`config.mk`:
```
export PLATFORM = sky130hd
export DESIGN_NAME = mux_port_arbiter_flat
export DESIGN_NICKNAME = d
export VERILOG_FILES = /design/src/rtl/mux_arb_pkg.sv /design/src/rtl/mux_port_arbiter_if.sv /design/src/rtl/mux_port_arbiter_rr_pick.sv /design/src/rtl/mux_port_arbiter.sv /design/src/flat_wrapper.sv
export SDC_FILE = /design/constraint.sdc
export NUM_CORES = 1
export LEC_CHECK = 0
export ABC_AREA = 1
export CORE_MARGIN = 2
export CORE_UTILIZATION = 51
export CTS_BUF_LIST = sky130_fd_sc_hd__clkbuf_8
export CTS_CLUSTER_DIAMETER = 50
export DETAILED_ROUTE_END_ITERATION = 10
export PLACE_DENSITY = 0.83
export SLEW_MARGIN = 20
export SYNTH_ARGS = -nofsm -noshare
export SYNTH_HDL_FRONTEND = slang
export SYNTH_SLANG_ARGS = --single-unit
```
`constraint.sdc`:
```
create_clock -name clk -period 3 [get_ports clk]
set_input_delay 0.9 -clock clk [delete_from_list [all_inputs] [get_ports clk]]
set_output_delay 0.9 -clock clk [all_outputs]
set_load 0.01 [all_outputs]
```
`src/rtl/mux_arb_pkg.sv`:
```
//==============================================================================
// Module   : mux_arb_pkg
// Brief    : Shared defaults, FSM state type and grant-encoding helper for
//            the round-robin mux port arbiter.
// Revision : 1.0 - initial release
//==============================================================================
`default_nettype none

package mux_arb_pkg;

    localparam int NUM_PORTS = 10;
    localparam int SEL_WIDTH = 4;
    localparam int MAX_BURST = 4;

    typedef enum logic [0:0] {
        IDLE = 1'b0,
        BUSY = 1'b1
    } arb_state_e;

    function automatic logic [SEL_WIDTH-1:0] onehot_to_bin(input logic [NUM_PORTS-1:0] oh);
        logic [SEL_WIDTH-1:0] bin;
        bin = '0;
        for (int i = 0; i < NUM_PORTS; i++) begin
            if (oh[i]) begin
                bin = bin | SEL_WIDTH'(i);
            end
        end
        return bin;
    endfunction

endpackage

`default_nettype wire

```
`src/rtl/mux_port_arbiter_if.sv`:
```
//==============================================================================
// Module   : mux_port_arbiter_if
// Brief    : Request/grant bundle between requesters and the mux arbiter.
//            MUX_ARB_URGENT_PORT_EN adds the urgent input for port 0.
// Revision : 1.0 - initial release
//==============================================================================
`default_nettype none

interface mux_port_arbiter_if #(
    parameter int NUM_PORTS = mux_arb_pkg::NUM_PORTS,
    parameter int SEL_WIDTH = mux_arb_pkg::SEL_WIDTH
);
    import mux_arb_pkg::*;

    logic                 en;
    logic [NUM_PORTS-1:0] req;
`ifdef MUX_ARB_URGENT_PORT_EN
    logic                 urgent;
`endif
    logic [NUM_PORTS-1:0] gnt;
    logic [SEL_WIDTH-1:0] sel;
    logic                 sel_valid;
    logic                 switch_pulse;

`ifdef MUX_ARB_URGENT_PORT_EN
    modport master (output en, req, urgent, input gnt, sel, sel_valid, switch_pulse);
    modport slave  (input en, req, urgent, output gnt, sel, sel_valid, switch_pulse);
`else
    modport master (output en, req, input gnt, sel, sel_valid, switch_pulse);
    modport slave  (input en, req, output gnt, sel, sel_valid, switch_pulse);
`endif

endinterface

`default_nettype wire

```
`src/rtl/mux_port_arbiter_rr_pick.sv`:
```
//==============================================================================
// Module   : rr_pick
// Brief    : Combinational round-robin search: first set request strictly
//            after last_ptr, wrapping to port 0.
// Revision : 1.0 - initial release
//==============================================================================
`default_nettype none

module rr_pick #(
    parameter int NUM_PORTS = mux_arb_pkg::NUM_PORTS,
    parameter int SEL_WIDTH = mux_arb_pkg::SEL_WIDTH
) (
    input  wire logic [NUM_PORTS-1:0] req,
    input  wire logic [SEL_WIDTH-1:0] last_ptr,
    output logic      [SEL_WIDTH-1:0] winner,
    output logic                      any_req
);

    logic w_found;

    // Two passes: ports above the pointer first, then the wrapped-around ones.
    always_comb begin
        winner  = '0;
        w_found = 1'b0;
        for (int i = 0; i < NUM_PORTS; i++) begin
            if (!w_found && req[i] && (SEL_WIDTH'(i) > last_ptr)) begin
                winner  = SEL_WIDTH'(i);
                w_found = 1'b1;
            end
        end
        for (int i = 0; i < NUM_PORTS; i++) begin
            if (!w_found && req[i]) begin
                winner  = SEL_WIDTH'(i);
                w_found = 1'b1;
            end
        end
    end

    assign any_req = |req;

endmodule

`default_nettype wire

```
`src/rtl/mux_port_arbiter.sv`:
```
//==============================================================================
// Module   : mux_port_arbiter
// Brief    : Round-robin burst scheduler driving the output mux select and a
//            one-hot grant. MUX_ARB_URGENT_PORT_EN enables port-0 pre-emption.
// Revision : 1.0 - initial release
//==============================================================================
`default_nettype none

module mux_port_arbiter #(
    parameter int NUM_PORTS = mux_arb_pkg::NUM_PORTS,
    parameter int SEL_WIDTH = mux_arb_pkg::SEL_WIDTH,
    parameter int MAX_BURST = mux_arb_pkg::MAX_BURST
) (
    input  wire logic         clk,
    input  wire logic         rst,
    mux_port_arbiter_if.slave bus
);
    import mux_arb_pkg::*;

    localparam int c_cnt_w = (MAX_BURST > 1) ? $clog2(MAX_BURST) : 1;
    localparam logic [c_cnt_w-1:0] c_last_beat = c_cnt_w'(MAX_BURST - 1);

    arb_state_e           r_state,    w_state_nxt;
    logic [NUM_PORTS-1:0] r_gnt,      w_gnt_nxt;
    logic [SEL_WIDTH-1:0] r_sel,      w_sel_nxt;
    logic [SEL_WIDTH-1:0] r_last_ptr, w_last_nxt;
    logic [c_cnt_w-1:0]   r_beat,     w_beat_nxt;
    logic                 r_pulse,    w_pulse_nxt;
    logic                 r_sel_valid;
    logic [SEL_WIDTH-1:0] w_winner;
    logic                 w_any_req;
    logic                 w_hold;
    logic                 w_arb;

    rr_pick #(
        .NUM_PORTS (NUM_PORTS),
        .SEL_WIDTH (SEL_WIDTH)
    ) u_rr_pick (
        .req      (bus.req),
        .last_ptr (r_last_ptr),
        .winner   (w_winner),
        .any_req  (w_any_req)
    );

    always_ff @(posedge clk) begin
        if (rst) begin
            r_state     <= IDLE;
            r_gnt       <= '0;
            r_sel       <= '0;
            r_last_ptr  <= SEL_WIDTH'(NUM_PORTS - 1);
            r_beat      <= '0;
            r_pulse     <= 1'b0;
            r_sel_valid <= 1'b0;
        end else begin
            r_state     <= w_state_nxt;
            r_gnt       <= w_gnt_nxt;
            r_sel       <= w_sel_nxt;
            r_last_ptr  <= w_last_nxt;
            r_beat      <= w_beat_nxt;
            r_pulse     <= w_pulse_nxt;
            r_sel_valid <= |w_gnt_nxt;
        end
    end

    always_comb begin
        w_state_nxt = r_state;
        w_gnt_nxt   = r_gnt;
        w_sel_nxt   = r_sel;
        w_last_nxt  = r_last_ptr;
        w_beat_nxt  = r_beat;
        w_pulse_nxt = 1'b0;
        w_arb       = 1'b0;
        w_hold      = bus.req[r_sel] && (r_beat != c_last_beat);

        case (r_state)
            IDLE: w_arb = bus.en && w_any_req;
            BUSY: begin
                if (w_hold) begin
                    w_beat_nxt = r_beat + c_cnt_w'(1);
                end else if (bus.en && w_any_req) begin
                    w_arb = 1'b1;
                end else begin
                    // sel deliberately keeps its last value while idle
                    w_state_nxt = IDLE;
                    w_gnt_nxt   = '0;
                end
            end
            default: begin
                w_state_nxt = IDLE;
                w_gnt_nxt   = '0;
            end
        endcase

        if (w_arb) begin
            w_gnt_nxt   = NUM_PORTS'(1) << w_winner;
            w_sel_nxt   = onehot_to_bin(w_gnt_nxt);
            w_last_nxt  = w_winner;
            w_beat_nxt  = '0;
            w_pulse_nxt = 1'b1;
            w_state_nxt = BUSY;
        end

`ifdef MUX_ARB_URGENT_PORT_EN
        // Urgent grants leave last_ptr alone so the rotation resumes in place.
        if (bus.urgent && bus.req[0] && bus.en &&
            (w_arb || ((r_state == BUSY) && (r_sel != '0)))) begin
            w_gnt_nxt   = NUM_PORTS'(1);
            w_sel_nxt   = '0;
            w_last_nxt  = r_last_ptr;
            w_beat_nxt  = '0;
            w_pulse_nxt = 1'b1;
            w_state_nxt = BUSY;
        end
`endif
    end

    assign bus.gnt          = r_gnt;
    assign bus.sel          = r_sel;
    assign bus.sel_valid    = r_sel_valid;
    assign bus.switch_pulse = r_pulse;

endmodule

`default_nettype wire

```
`src/flat_wrapper.sv`:
```
// flat-port wrapper written by rule: the top's interface ports become plain ports
module mux_port_arbiter_flat import mux_arb_pkg::*;
#(
    parameter int NUM_PORTS = mux_arb_pkg::NUM_PORTS,
    parameter int SEL_WIDTH = mux_arb_pkg::SEL_WIDTH,
    parameter int MAX_BURST = mux_arb_pkg::MAX_BURST
)
  (clk, rst, bus_en, bus_req, bus_gnt, bus_sel, bus_sel_valid, bus_switch_pulse);
  mux_port_arbiter_if #(.NUM_PORTS(NUM_PORTS), .SEL_WIDTH(SEL_WIDTH)) bus_i ();
  input  wire logic clk;
  input  wire logic rst;
  input wire logic [$bits(bus_i.en)-1:0] bus_en;
  input wire logic [$bits(bus_i.req)-1:0] bus_req;
  output wire logic [$bits(bus_i.gnt)-1:0] bus_gnt;
  output wire logic [$bits(bus_i.sel)-1:0] bus_sel;
  output wire logic [$bits(bus_i.sel_valid)-1:0] bus_sel_valid;
  output wire logic [$bits(bus_i.switch_pulse)-1:0] bus_switch_pulse;
  assign bus_i.en = bus_en;
  assign bus_i.req = bus_req;
  assign bus_gnt = bus_i.gnt;
  assign bus_sel = bus_i.sel;
  assign bus_sel_valid = bus_i.sel_valid;
  assign bus_switch_pulse = bus_i.switch_pulse;
  mux_port_arbiter #(.NUM_PORTS(NUM_PORTS), .SEL_WIDTH(SEL_WIDTH), .MAX_BURST(MAX_BURST)) u_core (.clk(clk), .rst(rst), .bus(bus_i));
endmodule
```
==> impl_results.md, run 1 <==
* Hpwl dp at 3560 um
* TritonCTS clock tree: done
* Fraction of final layout cells with drive strength greater than 1 at 39.5%
* Seq cells post-synth at 23
* Tightest Pin Transition at 0.538 ns
* Shortest clock period the worst path allows after layout at 2.96 ns
* Gpl congestion at 0.987
* Fraction of post-synthesis cell area in the top cell type by area at 29.3%
* Sequential Power Share at 29.6%
* Combinational power share at 54.4%
* Residual antenna-violating net count after detailed routing at 0
* Kind of start point of the critical path: input pin
* Total global routing track utilization at 30.4%
* Clock sinks at 23
* Detailed Route Iter0 Violations at 198
* WL final at 6490 um
* Clock transition at the register clock pins on the worst setup and hold paths after CTS at 0.09 ns
* Slack of the critical path at 0.0377 ns
* Final setup TNS at 0 ns
* Synthesized Nets at 258
* Worst supply voltage drop on vdd at 0.000400 V
* Initial antenna violation count at 0
* Remaining max-slew budget at the tightest pin at 63.8%
* Initial standard-cell utilization of the core at 52.3%
* Overall power consumption at 1.25 mW
* Worst Setup Slack post-DPL at -0.307 ns
* Peak fanout along the critical path at 5
* Routed vias/inst at 6.11
* Global-route wire length before repair at 8220 um
* Leftover overflow at the end of global routing at 0
* Static Leak at 1.23 nW
* Main synth FF type: sky130_fd_sc_hd__dfxtp_1
* Max Slew Vio Count at 0
* Arrival @ worst endpoint at 3.17 ns
* Count of mapped cells out of synthesis at 244
* Clock group share of total power at 16.0%
* Top achievable clock speed at 338 MHz
* Post-synth ARST share at 0%
* Crit. End Element: register
* Power Internal at 724 uW
* Maximum Capacitance Violations at 0
* Number of rows in the core area at 20
* Number of flops mapped to enable cells by yosys at 0
* Drt drc at 0
* H-Tree Depth at 1
* Routed vias at 2213
* Final hold viol count at 0
* Area growth from synthesis to layout at 62.9%
* Design Area, Final at 2560 um^2
* Number of top-level design ports at 29
* Class of the most critical hold timing path: register to register
* Status: finished clean
* Part of the Yosys area used for sequential elements at 29.3%
* TritonCTS Buffers at 3
* Mean Syn Cell Area at 6.44 um^2
* Cell taking the most area after synthesis: sky130_fd_sc_hd__dfxtp_1
* Critical path class: input pin to register
* Total of buffers placed on input and output ports at 28
* Distinct cell type count after synthesis at 31
* Pin count of the biggest net entering global routing at 15
* Critical path data required time at 3.21 ns
* Total net switching power at 526 uW
* Die width at 59.5 um
* Buffer depth of the longest clock path at 2
* Area contributors post-synth: sky130_fd_sc_hd__dfxtp_1 (29%), sky130_fd_sc_hd__nand3_1 (9.6%), sky130_fd_sc_hd__nand2_1 (8.8%), sky130_fd_sc_hd__inv_1 (8.4%), sky130_fd_sc_hd__nor2_1 (7.9%)
* Final Util at 85.3%
* Ratio of final minimum period to clock period at 98.7%
* Standard cell core area at 3000 um^2
* Final layout net count at 344
* Area of the die at 3540 um^2
* Area post-placement at 2180 um^2
* Commonest non-fill, non-tap cell in the layout: sky130_fd_sc_hd__buf_4
* Power density of the placed cells at 488 nW/um^2
* Commonest cells after routing, fill and taps aside: sky130_fd_sc_hd__buf_4 (57), sky130_fd_sc_hd__inv_1 (32), sky130_fd_sc_hd__nand2_1 (30)
* Clock latency at the later pin of the worst-skew pair at 0.27 ns
* Vertical extent of the die at 59.5 um
* Final setup skew at 0.00302 ns
* Diodes inserted at 0
* Synth Warn # at 0
* Net Sw Frac at 42.1%
* Average wire per cell in the routed design at 17.9 um
* Number of optimization iterations in the first detailed-route pass at 5
* Number of global-route vias before repair at 1943
* Root buffer selected by CTS: sky130_fd_sc_hd__clkbuf_8
* # setup viols final at 0
* Netlist area before placement at 1570 um^2
[metrics by stage]
step	hold WS [ns]	cells
global route	0.537	362
global placement	0.469	342
finish	0.501	362
detailed placement	0.481	342
CTS	0.496	351
floorplan	0.453	244
[cell usage after synthesis, drive strengths merged (2+ instances only)]
cell	count
inv	41
nand2	40
nor2	40
nand3	33
dfxtp	23
a21oi	20
o21ai	18
nand4	10
o22ai	3
buf	2
clkbuf	2
nor3	2
o211ai	2
[worst paths after layout]
| check | slack (ns) | from | to | cells past startpoint |
|---|---|---|---|---|
| max | 0.04 | bus_req[8] | u_core.bus.sel_valid | 16 |
| min reg2reg | 0.50 | u_core.r_beat[1] | u_core.r_beat[1] | 2 |
| max reg2reg | 0.24 | u_core.r_last_ptr[3] | u_core.bus.sel_valid | 16 |
| min | 0.50 | u_core.r_beat[1] | u_core.r_beat[1] | 2 |
[critical path: stages]
cell and delay [ns]:
sky130_fd_sc_hd__clkdlybuf4s50_1 0.42, sky130_fd_sc_hd__inv_1 0.18, sky130_fd_sc_hd__nor2_4 0.06, sky130_fd_sc_hd__inv_1 0.11
sky130_fd_sc_hd__nand4_4 0.17, sky130_fd_sc_hd__nor2_4 0.20, sky130_fd_sc_hd__o31ai_2 0.10, sky130_fd_sc_hd__nand2_1 0.18
sky130_fd_sc_hd__inv_2 0.09, sky130_fd_sc_hd__nor2_4 0.22, sky130_fd_sc_hd__nand3_2 0.12, sky130_fd_sc_hd__nand2_2 0.10
sky130_fd_sc_hd__nor2_2 0.04, sky130_fd_sc_hd__nand3_1 0.09, sky130_fd_sc_hd__nor2_2 0.05, sky130_fd_sc_hd__nor2_2 0.11
[kinds of logic (layout without fill, tap and decap cells)]
family,after synthesis,after routing,share of synthesized area [%]
AND/OR/NAND/NOR,126,126,41.0
AO/OA/AOI/OAI,48,48,17.3
buffers and inverters,45,130,11.1
flip-flops,23,23,29.3
adder cells (fa/ha/maj),1,1,0.796
XOR/XNOR,1,1,0.557
[per-layer routing]
layer  up-vias  part of all wire [%]  track usage [%]
met4         0                   7.0             18.1
met2       151                    48             54.5
met1      1026                    37             33.2
met5         -                     0                0
li1        983                     -                -
met3        53                   8.4             4.80
[flip-flops by register name (all words and copies together) (netlist names)]
register                 count
u_core.bus.gnt              10
u_core.bus.sel               4
u_core.r_last_ptr            4
u_core.r_beat                2
u_core.bus.sel_valid         1
u_core.bus.switch_pulse      1
u_core.r_state               1
[cell type report]
class	instances	area [um^2]
fillers	172	443
clock inverters	1	7.51
clock buffers	3	41.3
well taps	33	41.3
flip-flops and latches	23	460
multi-input cells	176	1140
inverters	41	154
repair buffers	85	716
[power groups by stage]
stage	clock network [mW]	registers [mW]	logic, mW
global route	0.208	0.373	0.722
finish	0.200	0.370	0.681
CTS	0.196	0.364	0.520
detailed placement	0	0.371	0.484
global placement	0	0.371	0.476
floorplan	0	0.375	0.276
[repair_timing]
item / in CTS / in global routing
hold buffers: 0 / 0
cloned: 0 / 0
buffers inserted: 5 / 11
resized for setup: 9 / 57
pin swaps: 16 / 35
endpoints found under the setup margin: 2 / 17
(Power assumes the default switching activity.)
==> run 2, diff against run 1 <==
CORE_MARGIN = not set   (was 2)
GPL_ROUTABILITY_DRIVEN = 0   (was not set)
==> run 2 against run 1 <==
Compared with the run above:
- clock-buffer cell count did not move
- total power fell by 0.93%
- critical endpoint unchanged
- setup slack got worse by 0.029 ns
- the run now ends with design-rule violations left
- sequential cell count did not move
- critical path type unchanged
- largest power group unchanged
==> impl_results.md, run 2 (synthesized netlist as in run 1, its figures left out) <==
* Drt drc at 2 (+2)
* Residual antenna-violating net count after detailed routing at 0 (unchanged)
* Final hold viol count at 0 (unchanged)
* Root buffer selected by CTS: sky130_fd_sc_hd__clkbuf_8
* Average wire per cell in the routed design at 19.9 um (+11%)
* Power density of the placed cells at 497 nW/um^2 (+1.8%)
* Worst supply voltage drop on vdd at 0.000431 V (+7.8%)
* Number of hold buffers added after CTS at 0 (unchanged)
* TritonCTS Buffers at 3 (unchanged)
* Kind of start point of the critical path: input pin
* Detailed Route Iter0 Violations at 342 (+73%)
* TritonCTS clock tree: done
* Vertical extent of the die at 57.5 um (-3.4%)
* Total global routing track utilization at 35.9% (+5.5 points)
* Number of optimization iterations in the first detailed-route pass at 8 (+3)
* Critical path data required time at 3.18 ns (-0.03 ns)
* Global-route wire length before repair at 8930 um (+8.7%)
* Die width at 57.5 um (-3.4%)
* Delay of the slowest critical-path stage at 0.21 ns (-0.21 ns)
* Design Area, Final at 2490 um^2 (-2.6%)
* Ratio of final minimum period to clock period at 99.7% (+0.97 points)
* Routed vias/inst at 6.46 (+5.7%)
* Final layout net count at 343 (-0.29%)
* Arrival @ worst endpoint at 3.17 ns (about the same)
* Area growth from synthesis to layout at 58.6%
* Cell Count, Final, Fillers Out at 359 (-0.83%)
* Hpwl dp at 3640 um (+2.4%)
* H-Tree Depth at 1 (unchanged)
* Initial standard-cell utilization of the core at 55.6% (+3.2 points)
* Hold path startpoint: u_core.r_beat[1]
* Final setup skew at 0.0174 ns (+0.0143 ns)
* Leftover overflow at the end of global routing at 0 (unchanged)
* Tightest Pin Transition at 0.777 ns (+0.240 ns)
* Static Leak at 1.23 nW (-0.27%)
* Top achievable clock speed at 334 MHz (-0.98%)
* Final Util at 88.1% (+2.9 points)
* Overall power consumption at 1.24 mW (-0.93%)
* Buf+Inv Stages, Crit Path at 3 (-1)
* Terminus of the critical flop-to-flop path: u_core.bus.sel_valid
* Number of global-route vias before repair at 1954 (+0.57%)
* Clock transition at the register clock pins on the worst setup and hold paths after CTS at 0.10 ns (about the same)
* Status: finished, violations left
* Number of top-level design ports at 29 (unchanged)
* Peak fanout along the critical path at 5 (unchanged)
* # setup viols final at 0 (unchanged)
* Diodes inserted at 0 (unchanged)
* Largest register FFs at 10 (unchanged)
* Fraction of final layout cells with drive strength greater than 1 at 35.1% (-4.5 points)
* Logic depth of the worst register-to-register path at 20 (+4)
* Clock latency at the later pin of the worst-skew pair at 0.28 ns (about the same)
* Commonest cells after routing, fill and taps aside: sky130_fd_sc_hd__buf_4 (53), sky130_fd_sc_hd__nand2_1 (37), sky130_fd_sc_hd__inv_1 (30)
* Class of the most critical hold timing path: register to register
* Internal reg-to-reg setup slack at 0.17 ns (-0.07 ns)
* Placed instance count at 343 (+0.29%)
* Crit. End Element: register
* Initial antenna violation count at 0 (unchanged)
* WL final at 7150 um (+10%)
* Cell family with the largest share of critical-path delay: simple AND/OR/NAND/NOR gates
* Hold Slack at 0.503 ns (+0.00179 ns)
* Pin count of the biggest net entering global routing at 14 (-1)
* Area post-placement at 2200 um^2 (+0.92%)
* Clock sinks at 23 (unchanged)
* Buffer depth of the longest clock path at 2 (unchanged)
* Number of rows in the core area at 19 (-5.0%)
* Commonest non-fill, non-tap cell in the layout: sky130_fd_sc_hd__buf_4
* Total of buffers placed on input and output ports at 28 (unchanged)
* Maximum Capacitance Violations at 0 (unchanged)
* Violations in the final reports: design-rule violations
* Library cell contributing the largest single delay on the critical path: sky130_fd_sc_hd__dlymetal6s2s_1
* Remaining max-slew budget at the tightest pin at 47.6% (-16 points)
* Shortest clock period the worst path allows after layout at 2.99 ns (+0.0292 ns)
* Most common cell on crit path: sky130_fd_sc_hd__nor2_2
* Instance count on the critical path at 20 (+4)
* Source of the worst register-to-register timing path: u_core.r_last_ptr[1]
* Critical path, cell by cell: dlymetal6s2s_1 -> nand2_1 -> nor2_2 -> nor2_4 -> nand4_4 -> nor2_4 -> nand4_4 -> buf_6 -> nor2_2 -> nor2_2 -> nand2_1 -> nor2_2 -> nand3_4 -> buf_4 -> nand3_1 -> nand2_1 -> nor2_1 -> nand3_1 -> nor2_1 -> nor2_1
* Critical path class: input pin to register
* Area of the die at 3310 um^2 (-6.6%)
* Standard cell core area at 2830 um^2 (-5.8%)
* Routed vias at 2320 (+4.8%)
* Max Slew Vio Count at 0 (unchanged)
* Hold path cells at 2 (unchanged)
* Endpoint with the worst hold slack: u_core.r_beat[1]
## run 2: worst max-delay path by stage
stage                     startpoint                   end  slack (ns)
after global routing      bus_req[1]  u_core.bus.sel_valid       -0.05
after global placement    bus_req[2]  u_core.bus.sel_valid       -0.23
after detailed placement  bus_req[2]  u_core.bus.sel_valid       -0.25
after floorplan           bus_req[2]  u_core.bus.sel_valid        0.42
final                     bus_req[1]  u_core.bus.sel_valid       0.008
after CTS                 bus_req[5]  u_core.bus.sel_valid        0.01
## run 2: where the power goes
group / total [mW] / internal, mW / switching [mW]
clock network: 0.202 / 0.0931 / 0.109
logic: 0.665 / 0.279 / 0.386
registers: 0.372 / 0.338 / 0.0332
## run 2: final cells by class
type	count	area, um^2
clock buffer	3	41.3
clock inverter	1	5.00
fill	140	337
inverter	41	154
multi-input combinational	176	1070
sequential	23	460
tap	31	38.8
timing repair buffer	84	727
## run 2: worst register-to-register path: cells and delay by family (launching register included)
kind,cells,cell delay (ns)
buffers and inverters,2,0.28
flip-flops,1,0.38
AND/OR/NAND/NOR,18,2.07
## run 2: metal layers
metal	up-vias	global-route usage, %	wire (um)
met5	-	0	0
met4	0	26.1	574
met3	72	8.39	911
met2	222	55.0	3070
met1	1050	44.0	2590
li1	976	-	-
## run 2: repair_timing
action / CTS / global route
setup buffers: 7 / 5
resized for setup: 12 / 38
pin swaps: 14 / 24
setup endpoints to repair: 1 / 14
## run 2: through the flow
step / setup WS [ns] / TNS, ns
6_report: 0.00844 / 0
5_1_grt: -0.0549 / -0.0907
4_1_cts: 0.0124 / 0
3_5_place_dp: -0.248 / -1.51
3_3_place_gp: -0.234 / -1.01
2_1_floorplan: 0.423 / 0
==> run 3, diff against run 2 <==
CAP_MARGIN = 0   (was not set)
CORE_MARGIN = 2   (was not set)
==> run 3 against run 2 <==
Compared with the run above:
- the run now ends clean
- cell area down 0.50%
- clock-buffer cell count did not move
- clock power shrank 4%
- fmax up 3.2%
- cell count down 0.56%
- first-iteration DRC count shrank 63%
- die area up 7.1%
==> impl_results.md, run 3 (synthesized netlist as in run 1, its figures left out) <==
* Status: finished clean
* WL final at 5370 um (-25%)
* Leftover overflow at the end of global routing at 0 (unchanged)
* Top achievable clock speed at 345 MHz (+3.2%)
* Area post-placement at 2200 um^2 (-0.23%)
* Vertical extent of the die at 59.5 um (+3.5%)
* Worst Setup Slack post-DPL at -0.323 ns (-0.0755 ns)
* Met3 WL post-DR at 327 um (-64%)
* Ratio of final minimum period to clock period at 96.6% (-3.1 points)
* Number of rows in the core area at 20 (+1)
* Initial standard-cell utilization of the core at 52.3% (-3.2 points)
* H-Tree Depth at 1 (unchanged)
* Peak fanout along the critical path at 6 (+1)
* Tightest Pin Transition at 0.499 ns (-0.279 ns)
* Initial antenna violation count at 0 (unchanged)
* Area of the die at 3540 um^2 (+7.1%)
* Critical path data required time at 3.17 ns (about the same)
* Crit. End Element: register
* Final layout net count at 339 (-1.2%)
* Remaining max-slew budget at the tightest pin at 66.6% (+19 points)
* Largest register FFs at 10 (unchanged)
* Power density of the placed cells at 475 nW/um^2 (-4.4%)
* Final hold viol count at 0 (unchanged)
* Final setup skew at 0.00261 ns (-0.0147 ns)
* Clock transition at the register clock pins on the worst setup and hold paths after CTS at 0.08 ns (-0.02 ns)
* TritonCTS Buffers at 3 (unchanged)
* Maximum Capacitance Violations at 0 (unchanged)
* Pin count of the biggest net entering global routing at 13 (-1)
* # setup viols final at 0 (unchanged)
* Hpwl dp at 3600 um (-1.2%)
* Global-route wire length before repair at 7410 um (-17%)
* Number of optimization iterations in the first detailed-route pass at 7 (-1)
* Drt drc at 0 (-2)
* Average wire per cell in the routed design at 15.0 um (-25%)
* Routed vias/inst at 5.74 (-11%)
* Commonest cells after routing, fill and taps aside: sky130_fd_sc_hd__buf_4 (51), sky130_fd_sc_hd__nand2_1 (34), sky130_fd_sc_hd__inv_1 (33)
* Total global routing track utilization at 27.4% (-8.5 points)
* Hold Slack at 0.486 ns (-0.0171 ns)
* Die width at 59.5 um (+3.5%)
* Routed vias at 2050 (-12%)
* Critical path class: input pin to register
* Standard cell core area at 3000 um^2 (+6.1%)
* Clock latency at the later pin of the worst-skew pair at 0.27 ns (about the same)
* TritonCTS clock tree: done
* Arrival @ worst endpoint at 3.07 ns (-0.10 ns)
* Shortest clock period the worst path allows after layout at 2.90 ns (-0.0924 ns)
* Metal2 WL at 2670 um (-13%)
* Met1 layer wirelength in the final routing at 2140 um (-17%)
* Number of hold buffers added after CTS at 0 (unchanged)
* Number of global-route vias before repair at 1806 (-7.6%)
* Area growth from synthesis to layout at 57.8%
* Design Area, Final at 2480 um^2 (-0.50%)
* Detailed Route Iter0 Violations at 128 (-63%)
* Max Slew Vio Count at 0 (unchanged)
* Root buffer selected by CTS: sky130_fd_sc_hd__clkbuf_8
* Buffer depth of the longest clock path at 2 (unchanged)
* Static Leak at 1.17 nW (-4.4%)
* Kind of start point of the critical path: input pin
* Diodes inserted at 0 (unchanged)
* Fraction of final layout cells with drive strength greater than 1 at 34.0% (-1.1 points)
* Residual antenna-violating net count after detailed routing at 0 (unchanged)
* Final setup TNS at 0 ns (unchanged)
* Highest metal used: met4
* Commonest non-fill, non-tap cell in the layout: sky130_fd_sc_hd__buf_4
* Worst supply voltage drop on vdd at 0.000395 V (-8.4%)
* Class of the most critical hold timing path: register to register
* Cell Count, Final, Fillers Out at 357 (-0.56%)
* Slack of the critical path at 0.101 ns (+0.0924 ns)
* Clock sinks at 23 (unchanged)
* Total of buffers placed on input and output ports at 28 (unchanged)
* Placed instance count at 344 (+0.29%)
* Number of top-level design ports at 29 (unchanged)
run 3: cell types whose count changed in the layout (fill, tap and decap cells not counted), sizes merged:
cell and change:
clkdlybuf4s15 +1, clkinv -1, inv +1, clkdlybuf4s50 +2, dlymetal6s2s -3, buf -4
run 3: worst paths after layout:
kind / from / end / slack [ns] / cells after the start
max: bus_req[1] / u_core.bus.sel_valid / 0.10 / 17
min: u_core.r_beat[1] / u_core.r_beat[1] / 0.49 / 2
max reg2reg: u_core.r_last_ptr[3] / u_core.bus.sel_valid / 0.32 / 15
min reg2reg: u_core.r_beat[1] / u_core.r_beat[1] / 0.49 / 2
run 3: layout make-up:
type	count	area, um^2
Timing Repair Buffer	80	682
Sequential cell	23	460
Clock buffer	3	41.3
Inverter	41	154
Fill cell	205	523
Tap cell	33	41.3
Clock inverter	1	3.75
Multi-Input combinational cell	176	1100
run 3: critical path: stages:
cell	delay (ns)
sky130_fd_sc_hd__clkdlybuf4s15_1	0.27
sky130_fd_sc_hd__nand3_1	0.21
sky130_fd_sc_hd__nand3_4	0.10
sky130_fd_sc_hd__nor2_4	0.14
sky130_fd_sc_hd__nand4_1	0.13
sky130_fd_sc_hd__nor3_2	0.25
sky130_fd_sc_hd__nand4_1	0.15
sky130_fd_sc_hd__inv_1	0.08
sky130_fd_sc_hd__nor2_1	0.04
sky130_fd_sc_hd__nand3_1	0.12
sky130_fd_sc_hd__nand2_4	0.12
sky130_fd_sc_hd__nand3_2	0.11
sky130_fd_sc_hd__nand2_1	0.09
sky130_fd_sc_hd__nor2_1	0.15
sky130_fd_sc_hd__nand2_1	0.10
sky130_fd_sc_hd__nor2_2	0.08
sky130_fd_sc_hd__nor2_1	0.04
run 3: what timing repair did:
| item | CTS | global route |
|---|---|---|
| pin swaps | 12 | 22 |
| resized for setup | 9 | 42 |
| buffers inserted | 5 | 4 |
| endpoints found under the setup margin | 1 | 10 |
run 3: through the flow:
stage	total power, mW	util [%]
after global routing	1.24	82.6
after CTS	1.08	76.6
after detailed placement	0.856	73.1
final	1.18	82.6
after global placement	0.849	73.1
after floorplan	0.650	-
run 3: metal layers:
metal,vias up,GRT usage (%)
met3,26,3.71
met5,-,0
met1,946,31.8
met2,103,50.5
met4,0,10.2
li1,975,-
run 3: power by group:
| part | leakage (nW) | switching, mW | internal [mW] |
|---|---|---|---|
| Sequential | 0.188 | 0.0289 | 0.338 |
| Clock | 0.0269 | 0.102 | 0.0918 |
| Combinational | 0.958 | 0.350 | 0.268 |
